## src/rtl/sound_ctrl.sv

```systemverilog
// sound_ctrl: byte-wide register front end for an SN76477-style sound
// generator. Multi-byte frequencies are staged and committed atomically on
// the high-byte write; a two-state note FSM gates the mixer with a
// prescaled duration timer and pulses done on natural expiry.
module sound_ctrl #(
    parameter int DIV_TICK = 250000
) (
    input  logic        clk,
    input  logic        reset,
    input  logic        wr_en,
    input  logic [3:0]  addr,
    input  logic [7:0]  wr_data,
    output logic [11:0] vco1_freq,
    output logic [11:0] vco2_freq,
    output logic [11:0] noise_freq,
    output logic [9:0]  lfo_freq,
    output logic        vco1_select,
    output logic        vco2_select,
    output logic        noise_select,
    output logic [2:0]  lfo_shift,
    output logic [3:0]  mixer,
    output logic        playing,
    output logic        done
);

    localparam int PW = $clog2(DIV_TICK);
    localparam logic [PW-1:0] PRE_RELOAD = PW'(DIV_TICK - 1);

    typedef enum logic {
        ST_IDLE    = 1'b0,
        ST_PLAYING = 1'b1
    } state_e;

    state_e        state_q,       state_d;
    logic [7:0]    vco1_lo_q,     vco1_lo_d;
    logic [7:0]    vco2_lo_q,     vco2_lo_d;
    logic [7:0]    noise_lo_q,    noise_lo_d;
    logic [7:0]    lfo_lo_q,      lfo_lo_d;
    logic [11:0]   vco1_freq_q,   vco1_freq_d;
    logic [11:0]   vco2_freq_q,   vco2_freq_d;
    logic [11:0]   noise_freq_q,  noise_freq_d;
    logic [9:0]    lfo_freq_q,    lfo_freq_d;
    logic [5:0]    sel_q,         sel_d;
    logic [3:0]    mixer_stage_q, mixer_stage_d;
    logic [7:0]    duration_q,    duration_d;
    logic [3:0]    mixer_q,       mixer_d;
    logic          playing_q,     playing_d;
    logic          done_q,        done_d;
    logic [PW-1:0] pre_q,         pre_d;
    logic [7:0]    dur_q,         dur_d;

    logic          cmd_wr_s;
    logic          start_s;
    logic          stop_s;
    logic          mix_wr_s;

    // Command decode: stop takes priority over start when both bits are set.
    always_comb begin
        cmd_wr_s = wr_en && (addr == 4'd11);
        stop_s   = cmd_wr_s && wr_data[1];
        start_s  = cmd_wr_s && wr_data[0] && !wr_data[1];
        mix_wr_s = wr_en && (addr == 4'd9);
    end

    // Register-file writes: low bytes stage, high-byte writes commit the full word.
    always_comb begin
        vco1_lo_d     = vco1_lo_q;
        vco2_lo_d     = vco2_lo_q;
        noise_lo_d    = noise_lo_q;
        lfo_lo_d      = lfo_lo_q;
        vco1_freq_d   = vco1_freq_q;
        vco2_freq_d   = vco2_freq_q;
        noise_freq_d  = noise_freq_q;
        lfo_freq_d    = lfo_freq_q;
        sel_d         = sel_q;
        mixer_stage_d = mixer_stage_q;
        duration_d    = duration_q;
        if (wr_en) begin
            case (addr)
                4'd0:    vco1_lo_d     = wr_data;
                4'd1:    vco1_freq_d   = {wr_data[3:0], vco1_lo_q};
                4'd2:    vco2_lo_d     = wr_data;
                4'd3:    vco2_freq_d   = {wr_data[3:0], vco2_lo_q};
                4'd4:    noise_lo_d    = wr_data;
                4'd5:    noise_freq_d  = {wr_data[3:0], noise_lo_q};
                4'd6:    lfo_lo_d      = wr_data;
                4'd7:    lfo_freq_d    = {wr_data[1:0], lfo_lo_q};
                4'd8:    sel_d         = wr_data[5:0];
                4'd9:    mixer_stage_d = wr_data[3:0];
                4'd10:   duration_d    = wr_data;
                default: sel_d         = sel_q;
            endcase
        end else begin
            sel_d = sel_q;
        end
    end

    // Note FSM: start/stop handling, prescaler and duration countdown, mixer gating.
    always_comb begin
        state_d = state_q;
        pre_d   = pre_q;
        dur_d   = dur_q;
        mixer_d = mixer_q;
        done_d  = 1'b0;
        case (state_q)
            ST_IDLE: begin
                if (start_s) begin
                    state_d = ST_PLAYING;
                    mixer_d = mixer_stage_q;
                    dur_d   = duration_q;
                    pre_d   = PRE_RELOAD;
                end else begin
                    mixer_d = 4'd0;
                end
            end
            ST_PLAYING: begin
                if (stop_s) begin
                    state_d = ST_IDLE;
                    mixer_d = 4'd0;
                    dur_d   = 8'd0;
                end else if (start_s) begin
                    // Restart wins over a same-cycle expiry, so no done pulse.
                    mixer_d = mixer_stage_q;
                    dur_d   = duration_q;
                    pre_d   = PRE_RELOAD;
                end else begin
                    if (mix_wr_s) begin
                        mixer_d = wr_data[3:0];
                    end else begin
                        mixer_d = mixer_q;
                    end
                    // A zero duration freezes both counters: play until stopped.
                    if (dur_q != 8'd0) begin
                        if (pre_q == '0) begin
                            pre_d = PRE_RELOAD;
                            if (dur_q == 8'd1) begin
                                state_d = ST_IDLE;
                                mixer_d = 4'd0;
                                dur_d   = 8'd0;
                                done_d  = 1'b1;
                            end else begin
                                dur_d = dur_q - 8'd1;
                            end
                        end else begin
                            pre_d = pre_q - PW'(1);
                        end
                    end else begin
                        pre_d = pre_q;
                    end
                end
            end
            default: begin
                state_d = ST_IDLE;
                mixer_d = 4'd0;
            end
        endcase
        playing_d = (state_d == ST_PLAYING);
    end

    // State and register bank with asynchronous active-low reset.
    always_ff @(posedge clk or negedge reset) begin
        if (!reset) begin
            state_q       <= ST_IDLE;
            vco1_lo_q     <= 8'd0;
            vco2_lo_q     <= 8'd0;
            noise_lo_q    <= 8'd0;
            lfo_lo_q      <= 8'd0;
            vco1_freq_q   <= 12'd0;
            vco2_freq_q   <= 12'd0;
            noise_freq_q  <= 12'd0;
            lfo_freq_q    <= 10'd0;
            sel_q         <= 6'd0;
            mixer_stage_q <= 4'd0;
            duration_q    <= 8'd0;
            mixer_q       <= 4'd0;
            playing_q     <= 1'b0;
            done_q        <= 1'b0;
            pre_q         <= '0;
            dur_q         <= 8'd0;
        end else begin
            state_q       <= state_d;
            vco1_lo_q     <= vco1_lo_d;
            vco2_lo_q     <= vco2_lo_d;
            noise_lo_q    <= noise_lo_d;
            lfo_lo_q      <= lfo_lo_d;
            vco1_freq_q   <= vco1_freq_d;
            vco2_freq_q   <= vco2_freq_d;
            noise_freq_q  <= noise_freq_d;
            lfo_freq_q    <= lfo_freq_d;
            sel_q         <= sel_d;
            mixer_stage_q <= mixer_stage_d;
            duration_q    <= duration_d;
            mixer_q       <= mixer_d;
            playing_q     <= playing_d;
            done_q        <= done_d;
            pre_q         <= pre_d;
            dur_q         <= dur_d;
        end
    end

    assign vco1_freq    = vco1_freq_q;
    assign vco2_freq    = vco2_freq_q;
    assign noise_freq   = noise_freq_q;
    assign lfo_freq     = lfo_freq_q;
    assign noise_select = sel_q[5];
    assign vco2_select  = sel_q[4];
    assign vco1_select  = sel_q[3];
    assign lfo_shift    = sel_q[2:0];
    assign mixer        = mixer_q;
    assign playing      = playing_q;
    assign done         = done_q;

endmodule

```

## config.mk

```make
export PLATFORM = sky130hd
export DESIGN_NAME = sound_ctrl
export DESIGN_NICKNAME = d
export VERILOG_FILES = /design/src/rtl/sound_ctrl.sv
export SDC_FILE = /design/constraint.sdc
export NUM_CORES = 1
export LEC_CHECK = 0
export BUFFER_PORTS_ARGS = -buffer_cell sky130_fd_sc_hd__buf_2
export CORE_MARGIN = 3
export CORE_UTILIZATION = 32
export DETAILED_ROUTE_END_ITERATION = 12
export REMOVE_ABC_BUFFERS = 1
export SLEW_MARGIN = 20
export SYNTH_ARGS = -nofsm -noshare
export SYNTH_HDL_FRONTEND = slang
export SYNTH_SLANG_ARGS = --single-unit
```

## constraint.sdc

```tcl
create_clock -name clk -period 6.6 [get_ports clk]
set_input_delay 0.33 -clock clk [delete_from_list [all_inputs] [get_ports clk]]
set_output_delay 0.33 -clock clk [all_outputs]
set_load 0.1 [all_outputs]
```

; ---- Word level (Yosys, flattened, before mapping)
; Cells that the tools add are included.
[word_totals]
wordCells = 92
output_inout_bits = 58
input_bits = 15
ff_bits = 128
[classes]
n_addsub = 2
bitwise = 1
muxes = 34
n_eq_ne = 17
reduce_logical = 22
[ops]
columns = op, n
row1 = 18-bit two-way mux, 5
row2 = 8-bit two-way mux, 6
row3 = 18-bit one-hot mux with 2 select lines, 1
row4 = 4-bit two-way mux, 7
row5 = 2-bit AND reduction, 11
row6 = 18-bit logical NOT, 1
row7 = "18-bit by 1-bit subtractor with 18-bit output, second input constant", 1
row8 = "4-bit by 3-bit equality test with 1-bit output, second input constant", 4
row9 = "4-bit equality test, second input constant", 4
row10 = 8-bit one-hot mux with 2 select lines, 1
row11 = 1-bit two-way mux, 12
row12 = "4-bit by 2-bit equality test with 1-bit output, second input constant", 2
row13 = "8-bit by 1-bit equality test with 1-bit output, second input constant", 1
row14 = "4-bit by 1-bit inequality test with 1-bit output, second input constant", 2
row15 = 4-bit one-hot mux with 2 select lines, 1
row16 = 8-bit nonzero test, 1
row17 = "8-bit by 1-bit subtractor with 8-bit output, second input constant", 1
row18 = 3-bit AND reduction, 2
row19 = 1-bit logical AND, 5
row20 = "4-bit by 1-bit equality test with 1-bit output, second input constant", 1
row21 = 4-bit logical NOT, 1
row22 = "2-bit inequality test, second input constant", 2
row23 = "3-bit by 1-bit inequality test with 1-bit output, second input constant", 1
row24 = 1-bit one-hot mux with 2 select lines, 1
row25 = 2 further kinds, 2

; ---- Logic depth before layout (Yosys ltp)
; Gate-level depths: netlist of run 1.
[logic_depth]
word_depth = 9
ltp_mapped = 8
depth_no_buf = 7

; ---- Least setup slack after synthesis of run 1
; OpenSTA, ideal clock, no wires.
[synth_timing]
path_kind = register to register
start = register playing (netlist name)
end = register pre_q[14]
stages_incl_launch_ff = 7
slack_ns = 4.247
arrival_ns = 2.282
path_buffers = 2
synth_period_minus_slack_ns = 2.353
required_time_ns = 6.529
setup_time_ns = 0.071
cell_sequence = dfrtp_1 -> buf_8 -> a21boi_0 -> o21ai_0 -> buf_2 -> or4_2 -> nand3_1
[synth_lines]
columns = item, line_no
row1 = end signal: assignment, 196  ; pre_q <= pre_d;
row2 = end: declaration, 49  ; logic [PW-1:0] pre_q, pre_d;

; ---- Final worst setup path of run 1
[layout_timing]
start = register dur_q[0]
end = register pre_q[7]
[layout_via]
elab_chain_cells = 3
[layout_lines]
columns = item, line_no
row1 = start: declaration, 50  ; logic [7:0] dur_q, dur_d;
row2 = start signal: assignment, 197  ; dur_q <= dur_d;
row3 = 8-bit nonzero test, 133  ; if (dur_q != 8'd0) begin
row4 = 3-bit by 1-bit inequality test with 1-bit output (no source line), -
row5 = 3-bit AND reduction (no source line), -
; No other way between the ends.
; A chain may end at the register's enable or synchronous reset.

==> impl_results.md, run 1 <==
* Status: finished, final reports clean
* Chip width at around 140 um
* Initial antenna violation count at 0
* Synth Instances at roughly 430
* Commonest non-fill, non-tap cell in the layout: dfrtp_1
* CORE AREA at ~17,000 sq um
* Distinct cells, synth at between 60 and 70
* Placed cells at ~700
* CP Launch Point: dur_q[0]
* Post-Route M1 WL at slightly below 6000 um
* Max_slew headroom at 24.22%
* FF+latch count, synth at around 130
* Post-Synth Simple-Gate Area at about 10%
* Initial Utilization at between 30% and 40%
* Leakage dissipation at 3.017 nW
* Uppermost layer routed: met4
* RePlAce Congestion at roughly 0.80
* Mapped Area at around 5600 sq um
* Post-Route Setup TNS at 0 ns
* H-tree Lvls at 4
* Fin crit share at 39.73%
* Die H at approximately 140 um
* PwrDens at approximately 460 nW/um^2
* Tmin final at approximately 2.6 ns
* Post-DRT Antenna Nets at 0
* Met3 Wirelength at ~550 um
* HP Start: wr_data[6]
* Asr flop ratio synth at 100.0%
* Vias in the first global route at 3,781
* Final core utilization at ~41%
* First-pass detailed-route iteration total at 5
* GRT Overall Usage at about 14%
* Total number of vias at approximately 3,800
* Main combinational cell family by area after synthesis: multiplexers
* Clk buf depth at 2
* Final nets at roughly 520
* DRC at 0
* Reg2reg path depth at 7
* Antenna cells at 0
* Worst-Margin Slew at roughly 1.1 ns
* TritonCTS clock tree: built
* Worst setup EP type: flip-flop
* Dominant register cell in the synthesized netlist: dfrtp_1
* Fmax achieved at 381.4 MHz
* Synth Area in Compound Gates at under 10%
* Final WL at roughly 13,000 um
* Filler cells at 1,626
* Hold violation total from the final report at 0
* Layout cells sized above 1 at a little over two fifths
* CTS Buf Count at 17
* Worst-path clk slew at ~0.060 ns
* Clk Latency, worst-skew pair at 0.42 ns
* Met2 routed WL at approximately 6400 um
* Clk sinks at 128
* Largest net degree at the start of global routing at 85
* Hold Path Class: in -> reg
* Row Count at between 40 and 50
* Die ar. at 19,100 sq um
* First-pass GRT wire length at 21,010 um
* Vias/cell at approximately 5
* Worst Path Required at ~7 ns
* WHS at roughly 0.25 ns
* DR iter-0 viols at 263
* IR drop worst, VDD at 0.2844 mV
* Postcts setup bufs at 0
* Startpoint type of the worst setup path: flip-flop
* Register area share after synthesis at between 50% and 60%
* Area grow syn2layout at 22.33%
* Non-filler instance count after layout at around 740
* Register area at ~3200 sq um
* XOR/XNOR share of the synthesized area at less than 1%
* Ys Warns at 0
* Adder-cell area share of the yosys netlist at less than 1%
* Slew Limit Fails at 0
* Dpl hpwl at 8745 um
* Top-Level Pins at 73
* Worst-path fanout max at 8
* Skew final at roughly 0.0065 ns
* Unrepaired setup endpoints after global routing: false
* Arr. time, crit path at ~3 ns
* Mux cell area share after synthesis at about 20%
* Final setup fails at 0
* Total gr overflow at 0
* MaxCap Viol Count at 0
* IO buf count at between 70 and 80
* Post-synth EDFFs at 0
* WL/cell at between 15 and 20 um
* Most frequent cells in the layout: 128 x dfrtp_1, 96 x mux2_2, 71 x buf_2, 20 x nand2_1
* Root Driver: clkbuf_16
* Reg2Reg Launch Point: dur_q[0]
* Average cell area after synthesis at 13.16 sq um
* Hold path depth at 2
* Critical path type: reg -> reg
* Area occupied by multi-input gates at approximately 2300 sq um
## path summary, 6_finish.rpt
kind | end | slack, ns
max | pre_q[7] | 3.98
min | vco2_lo_q[6] | 0.25
max reg2reg | pre_q[7] | 3.98
min reg2reg | mixer[2] | 0.48
max in group asynchronous | duration_q[0] | 4.99
min in group asynchronous | vco2_freq[1] | 0.46
## report_power, final
group | total, W | internal [W] | switching, W | leakage [nW]
clock network | 0.00103 | 0.000682 | 0.000351 | 0.311
logic | 0.00104 | 0.000217 | 0.000825 | 1.12
registers | 0.00104 | 0.000947 | 0.0000935 | 1.59
## routing by layer
layer  vias up  track usage [%]
met5         -                0
met1      1934            18.08
met3        12            4.213
li1       1738                -
met4         0            4.940
met2        72            22.40
## area by class of cell
class / instances / share of cell area [%]
clock buffers: 20 / 6.530
clock inverters: 12 / 3.000
inverters: 8 / 0.4390
multi-input cells: 274 / 33.35
flip-flops and latches: 128 / 46.83
well taps: 220 / 4.024
repair buffers: 76 / 5.835
## repair_timing
action / 4_1_cts / 5_1_grt
endpoints found under the setup margin: 0 / 0
hold buffers: 1 / 0
endpoints found under the hold margin: 44 / 0
gates resized for setup: 0 / 0
## worst max-delay path, cell delays in order, from the launching register on
cell	delay, ns
dfrtp_1	0.40
inv_1	0.14
ha_1	0.23
nor3b_2	0.34
a21boi_0	0.24
o21ai_0	0.63
nor2_1	0.30
a21o_1	0.23
## registers in the layout (all words and copies together), names as in the netlist, 8 cells and up
| register | flops |
|---|---|
| vco1_lo_q | 8 |
| noise_lo_q | 8 |
| pre_q | 18 |
| vco2_freq | 12 |
| lfo_freq | 10 |
| vco2_lo_q | 8 |
| noise_freq | 12 |
| vco1_freq | 12 |
| dur_q | 8 |
| duration_q | 8 |
| lfo_lo_q | 8 |
## kinds of logic after synthesis
family | count (synthesis)
flip-flops | 128
multiplexers | 100
AND/OR/NAND/NOR | 94
AO/OA/AOI/OAI | 70
buffers and inverters | 23
XOR/XNOR | 6
adder cells (fa/ha/maj) | 4
## synth_stat cells, drive strengths merged, types with 4 or more instances
library cell / n / area [sq um]
nand2: 20 / 75.07
nor4: 7 / 58.81
mux2i: 4 / 40.04
o21ai: 19 / 98.84
nor3: 8 / 50.05
mux2: 96 / 1081
or4: 8 / 70.07
dfrtp: 128 / 3203
nor2: 18 / 75.07
ha: 4 / 50.05
xnor2: 5 / 43.79
a32oi: 4 / 35.03
clkbuf: 9 / 33.78
inv: 8 / 30.03
nand3: 8 / 40.04
buf: 6 / 43.78
o31ai: 7 / 57.55
nand2b: 5 / 31.28
a21oi: 13 / 65.06
or3: 5 / 36.28
## per-stage QoR
step	setup WS [ns]	total power (W)	cell area, sq um
after detailed placement	3.931	0.002101	6175
after global placement	4.103	0.002083	6175
final	3.978	0.003117	6840
after global routing	3.733	0.003240	6840
after floorplan	4.197	0.001896	5514
after CTS	3.925	0.003148	6837
Note: power is estimated with default switching activity, not from simulation.
==> inputs of run 2 (changes only) <==
Clock period 6.6 ns to 2.3 ns, I/O delays scaled along.
==> impl_results.md, run 2 (same netlist as run 1, synthesis figures left out) <==
* Status: finished, final reports clean (unchanged)
* Top-Level Pins at 73 (unchanged)
* Post-route setup slack at 0.1702 ns (was 3.978 ns)
* GRT Overall Usage at 14.38% (was 13.98%)
* Worst Path Required at 2.59 ns (was 6.91 ns)
* Post-DRT Antenna Nets at 0 (unchanged)
* Max reg flops at 18 (unchanged)
* Max_slew headroom at 52.67% (was 24.22%)
* MaxCap Viol Count at 0 (unchanged)
* Initial Utilization at 33.25% (unchanged)
* PwrDens at 1243 nW/um^2 (was 455.7 nW/um^2)
* Post-Route Setup TNS at 0 ns (unchanged)
* Worst-Margin Slew at 0.7045 ns (was 1.132 ns)
* Worst setup EP type: flip-flop (unchanged)
* Total Power at 0.008628 W (was 0.003117 W)
* Leakage dissipation at 3.095 nW (was 3.017 nW)
* Critical path type: reg -> reg (unchanged)
* Skew final at 0.01430 ns (was 0.006476 ns)
* Final WL at 13,180 um (was 12,970 um)
* Worst-path clk slew at 0.06 ns (about the same)
* TritonCTS clock tree: built (unchanged)
* DR iter-0 viols at 215 (was 263)
* Vias/cell at 5.030 (was 5.089)
* Worst-path fanout max at 5 (was 8)
* DRC at 0 (unchanged)
* Fin crit share at 92.60% (was 39.73%)
* Most frequent cells in the layout: 128 x dfrtp_1, 96 x mux2_2, 71 x buf_2, 22 x buf_4, 20 x nand2_1 (was 128 x dfrtp_1, 96 x mux2_2, 71 x buf_2, 20 x nand2_1)
* RePlAce Congestion at 0.8315 (was 0.7965)
* Filler cells at 1,632 (was 1,626)
* CORE AREA at 16,820 sq um (unchanged)
* Fmax achieved at 469.5 MHz (was 381.4 MHz)
* Final core utilization at 41.29% (was 40.67%)
* WL/cell at 17.38 um (was 17.57 um)
* Total number of vias at 3,813 (was 3,756)
* Combinational power share at 36.0% (was 33.4%)
* CTS Buf Count at 17 (unchanged)
* First-pass detailed-route iteration total at 4 (was 5)
* Final setup fails at 0 (unchanged)
* Row Count at 47 (unchanged)
* Tmin final at 2.130 ns (was 2.622 ns)
* Met3 usage at 4.006% (was 4.213%)
* IR drop worst, VDD at 0.7512 mV (was 0.2844 mV)
* Total gr overflow at 0 (unchanged)
* Area grow syn2layout at 24.19% (was 22.33%)
* Non-filler instance count after layout at 758 (was 738)
* First-pass GRT wire length at 21,890 um (was 21,010 um)
* Flop pwr share at 34.5% (was 33.4%)
* Pre-CTS setup slack at 0.05308 ns (was 3.931 ns)
* Unrepaired setup endpoints after global routing: false (unchanged)
* Die H at 138.2 um (unchanged)
* Clk pwr share at 29.6% (was 33.2%)
* Hold Path Class: in -> reg (unchanged)
* Vias in the first global route at 3,981 (was 3,781)
* Postcts setup bufs at 0 (unchanged)
* Final nets at 544 (was 524)
* H-tree Lvls at 4 (unchanged)
* GRT met2 Usage at 23.30% (was 22.40%)
* Startpoint type of the worst setup path: flip-flop (unchanged)
* Arr. time, crit path at 2.42 ns (was 2.93 ns)
* Clk buf depth at 2 (unchanged)
* Initial antenna violation count at 0 (unchanged)
* Grt met1 use at 18.55% (was 18.08%)
* Clk Latency, worst-skew pair at 0.42 ns (about the same)
* Slew Limit Fails at 0 (unchanged)
* Die ar. at 19,100 sq um (unchanged)
* Layout cells sized above 1 at 44.98% (was 42.28%)
* Largest net degree at the start of global routing at 53 (was 85)
* GR peak layer: met2 (unchanged)
* Internal Pwr Total at 0.004968 W (was 0.001847 W)
* Sw Ratio at 42.43% (was 40.75%)
* Hold violation total from the final report at 0 (unchanged)
* Dpl hpwl at 9253 um (was 8745 um)
* Psw at 0.003661 W (was 0.001270 W)
* Antenna cells at 0 (unchanged)
* Register bank with the most flops: pre_q (unchanged)
* Placed cells at 725 (was 705)
* Root Driver: clkbuf_16 (unchanged)
* Clk sinks at 128 (unchanged)
* IO buf count at 72 (unchanged)
* Chip width at 138.2 um (unchanged)
* Commonest non-fill, non-tap cell in the layout: dfrtp_1 (unchanged)
## run 2: area by class of cell
type                       count  area (sq um)  share of cell area (%)
tap                          220         275.3                   3.964
clock inverter                11         106.4                   1.532
inverter                       8         30.03                  0.4324
multi-input combinational    274          2298                   33.10
sequential                   128          3203                   46.13
timing repair buffer          96         570.5                   8.216
clock buffer                  21         460.4                   6.631
## run 2: critical path: stages (launching register included)
cell and delay [ns]:
dfrtp_1 0.37, inv_1 0.10, ha_1 0.24, or3b_2 0.29, o21ai_4 0.08, buf_4 0.15
a2111oi_0 0.51, xnor2_1 0.19, nand2_1 0.08
## run 2: power by group through the flow
stage | clock network, W | registers, W | logic [W]
final | 0.00255 | 0.00298 | 0.00310
after detailed placement | 0 | 0.00301 | 0.00310
after global placement | 0 | 0.00299 | 0.00307
after CTS | 0.00261 | 0.00298 | 0.00311
after global routing | 0.00272 | 0.00304 | 0.00324
after floorplan | 0 | 0.00475 | 0.000690
## run 2: path summary, 6_finish.rpt
kind / start / end / slack (ns) / depth (start not counted)
worst max register to register: dur_q[0] / pre_q[15] / 0.17 / 8
worst min register to register: mixer_stage_q[2] / mixer[2] / 0.49 / 2
min in group asynchronous: reset / mixer_stage_q[0] / 0.21 / 2
worst max-delay path: dur_q[0] / pre_q[15] / 0.17 / 8
worst min-delay path: wr_data[4] / vco1_lo_q[4] / 0.04 / 2
max in group asynchronous: reset / lfo_freq[3] / 1.47 / 3
## run 2: metal layers
layer | routed length [um] | vias to the layer above
met5 | 0 | -
met4 | 197 | 0
li1 | - | 1781
met3 | 493 | 12
met1 | 5948 | 1952
met2 | 6537 | 68
## run 2: what timing repair did
action,in CTS,in global routing
gates resized for setup,0,7
hold buffers,1,0
endpoints found under the hold margin,30,0
endpoints found under the setup margin,0,22
## run 2: through the flow
stage	instance area [sq um]	hold WS (ns)
3_5_place_dp	6350	0.09002
3_3_place_gp	6350	0.08334
4_1_cts	6927	0.02783
6_report	6944	0.03615
2_1_floorplan	5514	-0.1806
5_1_grt	6944	0.03002
==> inputs of run 3 (changes only) <==
Settings changed: BUFFER_PORTS_ARGS -buffer_cell sky130_fd_sc_hd__buf_2 to default, CTS_BUF_LIST from default to sky130_fd_sc_hd__clkbuf_16, DONT_BUFFER_PORTS from default to 1.
==> impl_results.md, run 3 (same netlist as run 1, synthesis figures left out) <==
* Antenna cells at 0 (unchanged)
* Largest net degree at the start of global routing at 129 (was 53)
* Root Driver: clkbuf_16 (unchanged)
* Clk Latency, worst-skew pair at 0.42 ns (about the same)
* Vias in the first global route at 3,848 (was 3,981)
* Flop pwr share at 50.0% (was 34.5%)
* Critical path type: reg -> reg (unchanged)
* Total gr overflow at 0 (unchanged)
* Slew Limit Fails at 0 (unchanged)
* Filler cells at 1,623 (was 1,632)
* CTS Buf Count at 17 (unchanged)
* Crit-path max cell delay at 0.60 ns (was 0.51 ns)
* Die H at 138.2 um (unchanged)
* DR iter-0 viols at 230 (was 215)
* Fmax achieved at 462.3 MHz (was 469.5 MHz)
* Max_slew headroom at 36.63% (was 52.67%)
* Final nets at 493 (was 544)
* Total Power at 0.008557 W (was 0.008628 W)
* Non-filler instance count after layout at 707 (was 758)
* Leakage dissipation at 2.867 nW (was 3.095 nW)
* Unrepaired setup endpoints after global routing: false (unchanged)
* Initial Utilization at 33.25% (unchanged)
* Max reg flops at 18 (unchanged)
* Die ar. at 19,100 sq um (unchanged)
* Arr. time, crit path at 2.45 ns (was 2.42 ns)
* CORE AREA at 16,820 sq um (unchanged)
* WHS at -0.6116 ns (was 0.03615 ns)
* Clk buf depth at 2 (unchanged)
* GRT Overall Usage at 14.32% (was 14.38%)
* Cell Chain, Critical Path: or4_4, nor4b_4, buf_4, nor2_4, a221oi_2, a21oi_1 (was inv_1, ha_1, or3b_2, o21ai_4, buf_4, a2111oi_0, xnor2_1, nand2_1)
* Hold violation total from the final report at 128 (was 0)
* TritonCTS clock tree: built (unchanged)
* Row Count at 47 (unchanged)
* Sw Ratio at 41.58% (was 42.43%)
* Internal Pwr Total at 0.004999 W (was 0.004968 W)
* Skew final at 0.01603 ns (was 0.01430 ns)
* IR drop worst, VDD at 0.6693 mV (was 0.7512 mV)
* Placed cells at 667 (was 725)
* Clk sinks at 128 (unchanged)
* Reg2reg path depth at 6 (was 8)
* Hold_buf cts at 8 (was 1)
* Final setup fails at 0 (unchanged)
* Initial antenna violation count at 0 (unchanged)
* Failing checks: hold timing
* Total number of vias at 3,645 (was 3,813)
* First-pass detailed-route iteration total at 4 (unchanged)
* Worst setup EP type: flip-flop (unchanged)
* IO buf count at 0 (was 72)
* Top-Level Pins at 73 (unchanged)
* Commonest non-fill, non-tap cell in the layout: dfrtp_1 (unchanged)
* Post-DRT Antenna Nets at 0 (unchanged)
* Layout cells sized above 1 at 37.58% (was 44.98%)
* Hold Path Class: in -> async (was in -> reg)
* Slowest-stage cell, CP: or4_4 (was a2111oi_0)
* Psw at 0.003558 W (was 0.003661 W)
* Pre-CTS setup slack at -0.04329 ns (was 0.05308 ns)
* Vias/cell at 5.156 (was 5.030)
* PwrDens at 1266 nW/um^2 (was 1243 nW/um^2)
* Area grow syn2layout at 20.90% (was 24.19%)
* DRC at 0 (unchanged)
* Final WL at 12,950 um (was 13,180 um)
* Postcts setup bufs at 0 (unchanged)
* First-pass GRT wire length at 21,520 um (was 21,890 um)
* Chip width at 138.2 um (unchanged)
* Status: finished, violations left (was finished, final reports clean)
* Register bank with the most flops: pre_q (unchanged)
* Post-route setup slack at 0.1368 ns (was 0.1702 ns)
* Clk pwr share at 31.2% (was 29.6%)
* Fin crit share at 94.05% (was 92.60%)
* Worst-Margin Slew at 0.9419 ns (was 0.7045 ns)
* Combinational power share at 18.8% (was 36.0%)
* MaxCap Viol Count at 0 (unchanged)
* Worst Path Required at 2.58 ns (was 2.59 ns)
* WL/cell at 18.31 um (was 17.38 um)
* H-tree Lvls at 4 (unchanged)
* Tmin final at 2.163 ns (was 2.130 ns)
* Dpl hpwl at 8792 um (was 9253 um)
* Worst-path clk slew at 0.06 ns (about the same)
* Worst-path fanout max at 7 (was 5)
* Most frequent cells in the layout: 128 x dfrtp_1, 96 x mux2_2, 37 x buf_4, 20 x nand2_1 (was 128 x dfrtp_1, 96 x mux2_2, 71 x buf_2, 22 x buf_4, 20 x nand2_1)
* RePlAce Congestion at 0.8867 (was 0.8315)
* Startpoint type of the worst setup path: flip-flop (unchanged)
-- run 3: metal layers --
layer,part of all wire [%],track usage [%],vias to the layer above
met5,0,0,-
met1,43,17.34,1871
met4,2.1,5.408,0
li1,-,-,1686
met2,50,23.38,69
met3,5.0,5.352,19
-- run 3: area by class of cell --
class,instances,area [sq um],share of cell area (%)
Clock buffer,17,425.4,6.293
Clock inverter,15,166.4,2.462
Inverter,8,30.03,0.4442
Multi-Input combinational cell,274,2302,34.06
Sequential cell,128,3203,47.38
Tap cell,220,275.3,4.072
Timing Repair Buffer,45,357.8,5.293
-- run 3: worst paths after layout --
| path | from | to | slack [ns] |
|---|---|---|---|
| max | dur_q[4] | dur_q[0] | 0.14 |
| min | reset | vco2_freq[9] | -0.61 |
| max reg2reg | dur_q[4] | dur_q[0] | 0.14 |
| min reg2reg | mixer_stage_q[3] | mixer[3] | 0.48 |
| max in group asynchronous | reset | pre_q[0] | 2.69 |
| min in group clk | addr[0] | duration_q[4] | 0.04 |
-- run 3: repair_timing --
action                                  CTS  global route
pin swaps                                 0             1
hold endpoints to repair                197           128
cloned                                    0             0
gates resized for setup                   2             6
endpoints found under the setup margin    6            17
-- run 3: through the flow --
stage	utilization, %	hold slack [ns]	area [sq um]	TNS, ns
after floorplan	-	-0.1806	5514	-0.2356
after global placement	36.07	-0.1731	6067	0
after detailed placement	36.07	-0.1735	6067	-0.06525
after CTS	40.08	-0.6298	6740	0
after global routing	40.19	-0.6417	6760	0
final	40.19	-0.6116	6760	0
-- run 3: worst max-delay path, delay by kind of cell (launching register included) --
family | cells | cell delay, ns
and+or+nand+nor | 3 | 1.04
DFF | 1 | 0.45
AOI/OAI and AO/OA | 2 | 0.32
buffers and inverters | 1 | 0.22
-- run 3: power by group through the flow --
stage,logic (W),clock network [W],registers [W]
2_1_floorplan,0.000690,0,0.00475
3_3_place_gp,0.00151,0,0.00431
4_1_cts,0.00160,0.00274,0.00429
3_5_place_dp,0.00156,0,0.00433
6_report,0.00161,0.00267,0.00428
5_1_grt,0.00173,0.00286,0.00434
